## src/rtl/shift_deser_ctrl.sv

```systemverilog
// Serial-to-parallel frame deserializer: shifts in p_nbits MSB-first bits, then holds the
// assembled frame until a valid/ready handshake. Stray input while holding sets a sticky overrun.
module shift_deser_ctrl #(
    parameter int unsigned p_nbits       = 8,
    parameter logic        p_reset_value = 1'b0
) (
    input  logic                               clk,
    input  logic                               reset,
    input  logic                               s_bit,
    input  logic                               s_bit_val,
    input  logic                               s_start,
    output logic [p_nbits-1:0]                 out_msg,
    output logic                               out_val,
    input  logic                               out_rdy,
    output logic                               busy,
    output logic                               overrun,
    output logic [$clog2(p_nbits+1)-1:0]       bit_count
);

    localparam int unsigned CntW = $clog2(p_nbits + 1);
    localparam logic [p_nbits-1:0] FrameClr = {p_nbits{p_reset_value}};
    localparam logic [CntW-1:0]    LastIdx  = CntW'(p_nbits - 1);

    typedef enum logic [1:0] {
        StIdle,
        StShift,
        StHold
    } state_e;

    state_e              state_q, state_d;
    logic [p_nbits-1:0]  frame_q, frame_d;
    logic [CntW-1:0]     count_q, count_d;
    logic                overrun_q, overrun_d;

    always_ff @(posedge clk) begin
        if (reset) begin
            state_q   <= StIdle;
            frame_q   <= FrameClr;
            count_q   <= '0;
            overrun_q <= 1'b0;
        end else begin
            state_q   <= state_d;
            frame_q   <= frame_d;
            count_q   <= count_d;
            overrun_q <= overrun_d;
        end
    end

    always_comb begin
        state_d   = state_q;
        frame_d   = frame_q;
        count_d   = count_q;
        overrun_d = overrun_q;

        unique case (state_q)
            StIdle: begin
                if (s_start) begin
                    state_d = StShift;
                    frame_d = FrameClr;
                    count_d = '0;
                end
            end

            StShift: begin
                // A restart wins over a bit arriving in the same cycle.
                if (s_start) begin
                    frame_d = FrameClr;
                    count_d = '0;
                end else if (s_bit_val) begin
                    frame_d = {frame_q[p_nbits-2:0], s_bit};
                    count_d = count_q + CntW'(1);
                    if (count_q == LastIdx) begin
                        state_d = StHold;
                    end
                end
            end

            StHold: begin
                if (s_bit_val) begin
                    overrun_d = 1'b1;
                end
                if (out_rdy) begin
                    count_d = '0;
                    if (s_start) begin
                        state_d = StShift;
                        frame_d = FrameClr;
                    end else begin
                        state_d = StIdle;
                    end
                end else if (s_start) begin
                    overrun_d = 1'b1;
                end
            end

            default: begin
                state_d = StIdle;
            end
        endcase
    end

    assign out_msg   = frame_q;
    assign out_val   = (state_q == StHold);
    assign busy      = (state_q != StIdle);
    assign overrun   = overrun_q;
    assign bit_count = count_q;

endmodule
```

## config.mk

```make
export PLATFORM = sky130hd
export DESIGN_NAME = shift_deser_ctrl
export DESIGN_NICKNAME = d
export VERILOG_FILES = /design/src/rtl/shift_deser_ctrl.sv
export SDC_FILE = /design/constraint.sdc
export NUM_CORES = 1
export LEC_CHECK = 0
export BUFFER_PORTS_ARGS = -buffer_cell sky130_fd_sc_hd__buf_2
export CORE_MARGIN = 2
export CORE_UTILIZATION = 49
export DETAILED_ROUTE_END_ITERATION = 10
export HOLD_SLACK_MARGIN = 0.06
export PLACE_DENSITY = 0.76
export RECOVER_POWER = 25
export SLEW_MARGIN = 20
export SYNTH_ARGS = -nofsm -noshare
export SYNTH_HDL_FRONTEND = slang
export SYNTH_SLANG_ARGS = --single-unit
```

## constraint.sdc

```tcl
create_clock -name clk -period 1.8 [get_ports clk]
set_clock_uncertainty 0.1 [all_clocks]
set_input_delay 0.09 -clock clk [delete_from_list [all_inputs] [get_ports clk]]
set_output_delay 0.09 -clock clk [all_outputs]
set_load 0.1 [all_outputs]
```

; ---- Yosys cells after proc, flatten, opt, wreduce, memory -nomap -nowiden
; Index checks and enable logic that the tools add are counted.
[word_totals]
reg_bits = 15
in_bits = 6
[op_classes]
add_sub_neg = 1
n_eq_ne = 9
mux = 20
reduce_logical = 6
[op_table]
columns = operator, n
row1 = 2-to-1 mux 8 bit, 4
row2 = case mux 8 bit (3 select lines), 1
row3 = 2-to-1 mux 4 bit, 4
row4 = case mux 4 bit (3 select lines), 1
row5 = 2-to-1 mux 2 bit, 5
row6 = "inequality test 2 bit, second input constant", 4
row7 = case mux 2 bit (3 select lines), 1
row8 = AND reduction 5 bit, 1
row9 = "adder 4 x 1 -> 4 bit, second input constant", 1
row10 = "== test 4 x 3 -> 1 bit, second input constant", 1
row11 = 2-to-1 mux 1 bit, 4
row12 = AND reduction 4 bit, 1
row13 = "inequality test 3 bit, second input constant", 1
row14 = AND reduction 3 bit, 1
row15 = nonzero test 3 bit, 1
row16 = "== test 2 x 1 -> 1 bit, second input constant", 1
row17 = "== test 2 bit, second input constant", 1
row18 = zero test 2 bit, 1
row19 = "inequality test 2 x 1 -> 1 bit, second input constant", 1
row20 = nonzero test 2 bit, 1

; ---- Logic depth before layout (Yosys ltp)
[depth]
depth_word = 5
ltp_mapped = 5
depth_no_buf = 4

; ---- Worst setup path after synthesis
; No wires, ideal clock.
[synth_timing]
path_kind = register to register
from = register state_q[1]
to = register overrun_q, in the netlist overrun
arrival_ps = 2364
required_time_ps = 1627
setup_slack_ps = -736
path_stages_with_launch = 5
n_path_buf = 1
cell_sequence = dfxtp_1 -> buf_2 -> nor2b_1 -> o21ai_0 -> a21oi_1
[synth_via]
elab_chain_len = 1
[synth_lines]
columns = item, line_no
row1 = "start, declared", 30  ; state_e state_q, state_d;
row2 = "start signal, assigned", 37  ; state_q <= StIdle;
row3 = "start signal, assigned", 42  ; state_q <= state_d;
row4 = == test 2 bit, --
row5 = named net out_val, 13  ; output logic out_val,
row6 = "end signal, assigned", 45  ; overrun_q <= overrun_d;
row7 = "end, declared", 33  ; logic overrun_q, overrun_d;
; The timed path passes the listed nets, and every way through them passes these cells.
; A chain may end at the register's enable or synchronous reset.

; ---- Worst setup path after layout
[layout_timing]
from = register state_q[1]
to = output port out_val
[layout_via]
elab_chain_len = 1
[layout_lines]
columns = item, line_no
row1 = == test 2 bit, 102  ; assign out_val = (state_q == StHold);
row2 = "end, declared", 13
; No other way between the ends.

==> metrics.txt <==
Crit Reg-Reg Endpoint=out_msg[1]; worst-case reg-to-reg path depth=3; maximum fanout along the worst path=12; clock insertion delay at the later pin of the skew report=280 ps; most common cell after layout, fill and taps aside=sky130_fd_sc_hd__dfxtp_1; Core Area=0.00147 mm2; Setup crit end kind=output pin; maxcap violations=0; number of DRC markers in iteration 0=27; setup tns final=0 ps; synthesized area per cell=9.09 um2; maximum number of pins on one net before global-route repair=15; Area growth syn-to-layout=27.4%; sort of element at the start of the critical path=flip-flop; clk sink count=15; fillcell total=134; share of cells above drive strength 1=0.311; highest attainable clock frequency=641 MHz; register area share after synthesis=0.398; warning count from the yosys run=0; antenna-violating nets left=0; critical path's largest stage delay=480 ps; initial antenna violation count=0; clock transition at the registers of the reported paths=90 ps; commonest cells after routing, fill and taps aside=sky130_fd_sc_hd__dfxtp_1, sky130_fd_sc_hd__a21oi_1, sky130_fd_sc_hd__buf_2, sky130_fd_sc_hd__nand4_1, sky130_fd_sc_hd__o211ai_1; ports placed on the boundary=21; H-Tree Depth=1; I/O Buffers=20; post-route clock period utilization=0.866; worst reg-to-reg setup slack=370 ps; required time worst endpoint=1610 ps; cell breakdown of the critical path=buf_4 > nor2b_4 > buf_12; Rel. slew slack=0.640; hold path cells=4; total clock buffers created by CTS=3; area of the die=0.00187 mm2; net count after synthesis=90; horizontal die dimension=43.2 um; distinct cell type count after synthesis=26; maximum buffer depth of the clock tree=2; global-route wire length before repair=2690 um; data arrival time of the worst path=1370 ps; vias in the first global route=630; measured slew at the worst slew-check pin=543 ps; via count of the routed design=757; final setup fails=0; detailed-router iteration count before antenna repair=4; final number of max-transition violations=0; floorplan die height=43.2 um; Total Wirelength=1710 um; final layout net count=114; ant diodes=0; Initial Utilization=0.513; Cell Area, Synth=754 um2; Pwr Total=0.628 mW; clock tree from TritonCTS=done; RSZ-0062 raised after global routing=no; cell with the biggest individual delay on the critical path=sky130_fd_sc_hd__dfxtp_2; CP Class=reg2out; total track usage=0.192; status=finished clean; areal power density over the cells=653 mW/mm2; global placer's final weighted congestion=0.796; type of the most critical hold path=in2reg; Post-CTS Setup Repair Bufs=0; VDD IR max=0.444 mV; routed len/inst=14.0 um; worst hold path endpoint=state_q[0]; post-synthesis cell count=83; worst hold slack across all endpoints=173 ps; Cell Rows=14; synthesis-stage register bit count=15; Hold Path Origin=s_start; Storage cell area=304 um2; leakage dissipation=0.378 nW; Clock Tree Root=sky130_fd_sc_hd__clkbuf_4; Multi-input gate area=417 um2; clock period minus worst slack=1560 ps; startpoint of the lowest-slack register-to-register path=state_q[0]; total gr overflow=0; number of failing hold endpoints at the final stage=0; drt via density=6.20; half-perimeter wire length after placement=1150 um; Remaining DRCs=0
[worst max-delay path by stage]
stage                 startpoint  depth (start not counted)          to
floorplan           bit_count[2]                          3  state_q[0]
global placement      state_q[0]                          3  out_msg[0]
detailed placement    state_q[0]                          3  out_msg[1]
CTS                   state_q[1]                          3     out_val
global route          state_q[1]                          3     out_val
finish                state_q[1]                          3     out_val
[per-stage QoR]
| stage | cell area (um2) | std cells | util | setup slack (ps) |
|---|---|---|---|---|
| 5_1_grt | 961 | 122 | 0.653 | 171 |
| 2_1_floorplan | 764 | 83 | - | 92.5 |
| 3_5_place_dp | 888 | 114 | 0.604 | 194 |
| 3_3_place_gp | 888 | 114 | 0.604 | 262 |
| 6_report | 961 | 122 | 0.653 | 241 |
| 4_1_cts | 956 | 122 | 0.650 | 93.4 |
[per-layer routing]
metal  share of wire  vias to the layer above  global-route usage
met5               0                        -                   0
met4          0.0088                        0               0.109
met3           0.051                        2              0.0255
met2            0.46                       25               0.278
met1            0.48                      356               0.269
li1                -                      374                   -
[registers in the layout, indices dropped and copies added (netlist names)]
register and cells:
bit_count 4, out_msg 8, overrun 1, state_q 2
[where the power goes]
part,total [mW],internal [mW],switching (mW)
Combinational,0.0919,0.0311,0.0608
Sequential,0.341,0.335,0.00622
Clock,0.195,0.0824,0.112
[cells by family after synthesis]
family | synth area share
AO/OA/AOI/OAI | 0.250
adder cells (fa/ha/maj) | 0.0166
buffers and inverters | 0.0647
AND/OR/NAND/NOR | 0.270
flip-flops | 0.398
[layout make-up]
cell class | instances | share of cell area
clock buffers | 3 | 0.0234
clock inverters | 1 | 0.00521
inverters | 4 | 0.0156
multi-input cells | 58 | 0.434
flip-flops and latches | 15 | 0.316
well taps | 16 | 0.0208
repair buffers | 25 | 0.185
[synth_stat cells]
cell type | number | area, um2
sky130_fd_sc_hd__dfxtp_1 | 15 | 300
sky130_fd_sc_hd__a21oi_1 | 12 | 60.1
sky130_fd_sc_hd__nand4_1 | 9 | 56.3
sky130_fd_sc_hd__o211ai_1 | 9 | 67.6
sky130_fd_sc_hd__nand3_1 | 4 | 20.0
sky130_fd_sc_hd__nand3b_1 | 4 | 30.0
sky130_fd_sc_hd__inv_1 | 3 | 11.3
sky130_fd_sc_hd__nor2b_1 | 3 | 18.8
sky130_fd_sc_hd__o2111ai_1 | 3 | 26.3
sky130_fd_sc_hd__buf_2 | 2 | 10.0
sky130_fd_sc_hd__buf_4 | 2 | 15.0
sky130_fd_sc_hd__nor2_1 | 2 | 7.51
sky130_fd_sc_hd__o21ai_0 | 2 | 10.0
sky130_fd_sc_hd__a211o_1 | 1 | 8.76
sky130_fd_sc_hd__a21o_1 | 1 | 7.51
sky130_fd_sc_hd__a32oi_1 | 1 | 8.76
sky130_fd_sc_hd__and4b_1 | 1 | 10.0
sky130_fd_sc_hd__clkbuf_1 | 1 | 3.75
sky130_fd_sc_hd__clkbuf_2 | 1 | 5.00
sky130_fd_sc_hd__clkinv_1 | 1 | 3.75
sky130_fd_sc_hd__ha_1 | 1 | 12.5
sky130_fd_sc_hd__nand2_1 | 1 | 3.75
sky130_fd_sc_hd__nand4b_1 | 1 | 8.76
sky130_fd_sc_hd__nor3b_4 | 1 | 18.8
sky130_fd_sc_hd__nor4b_4 | 1 | 23.8
sky130_fd_sc_hd__or2_2 | 1 | 6.26
[worst max-delay path, delay by kind of cell, from the launching register on]
family | cells | cell delay [ps]
AND/OR/NAND/NOR | 1 | 200
buffers and inverters | 2 | 410
flip-flops | 1 | 480
[what timing repair did]
item	CTS	global route
gates resized for setup	0	2
endpoints found under the hold margin	4	0
hold buffers	4	0
endpoints found under the setup margin	0	8
(Power assumes the default switching activity.)
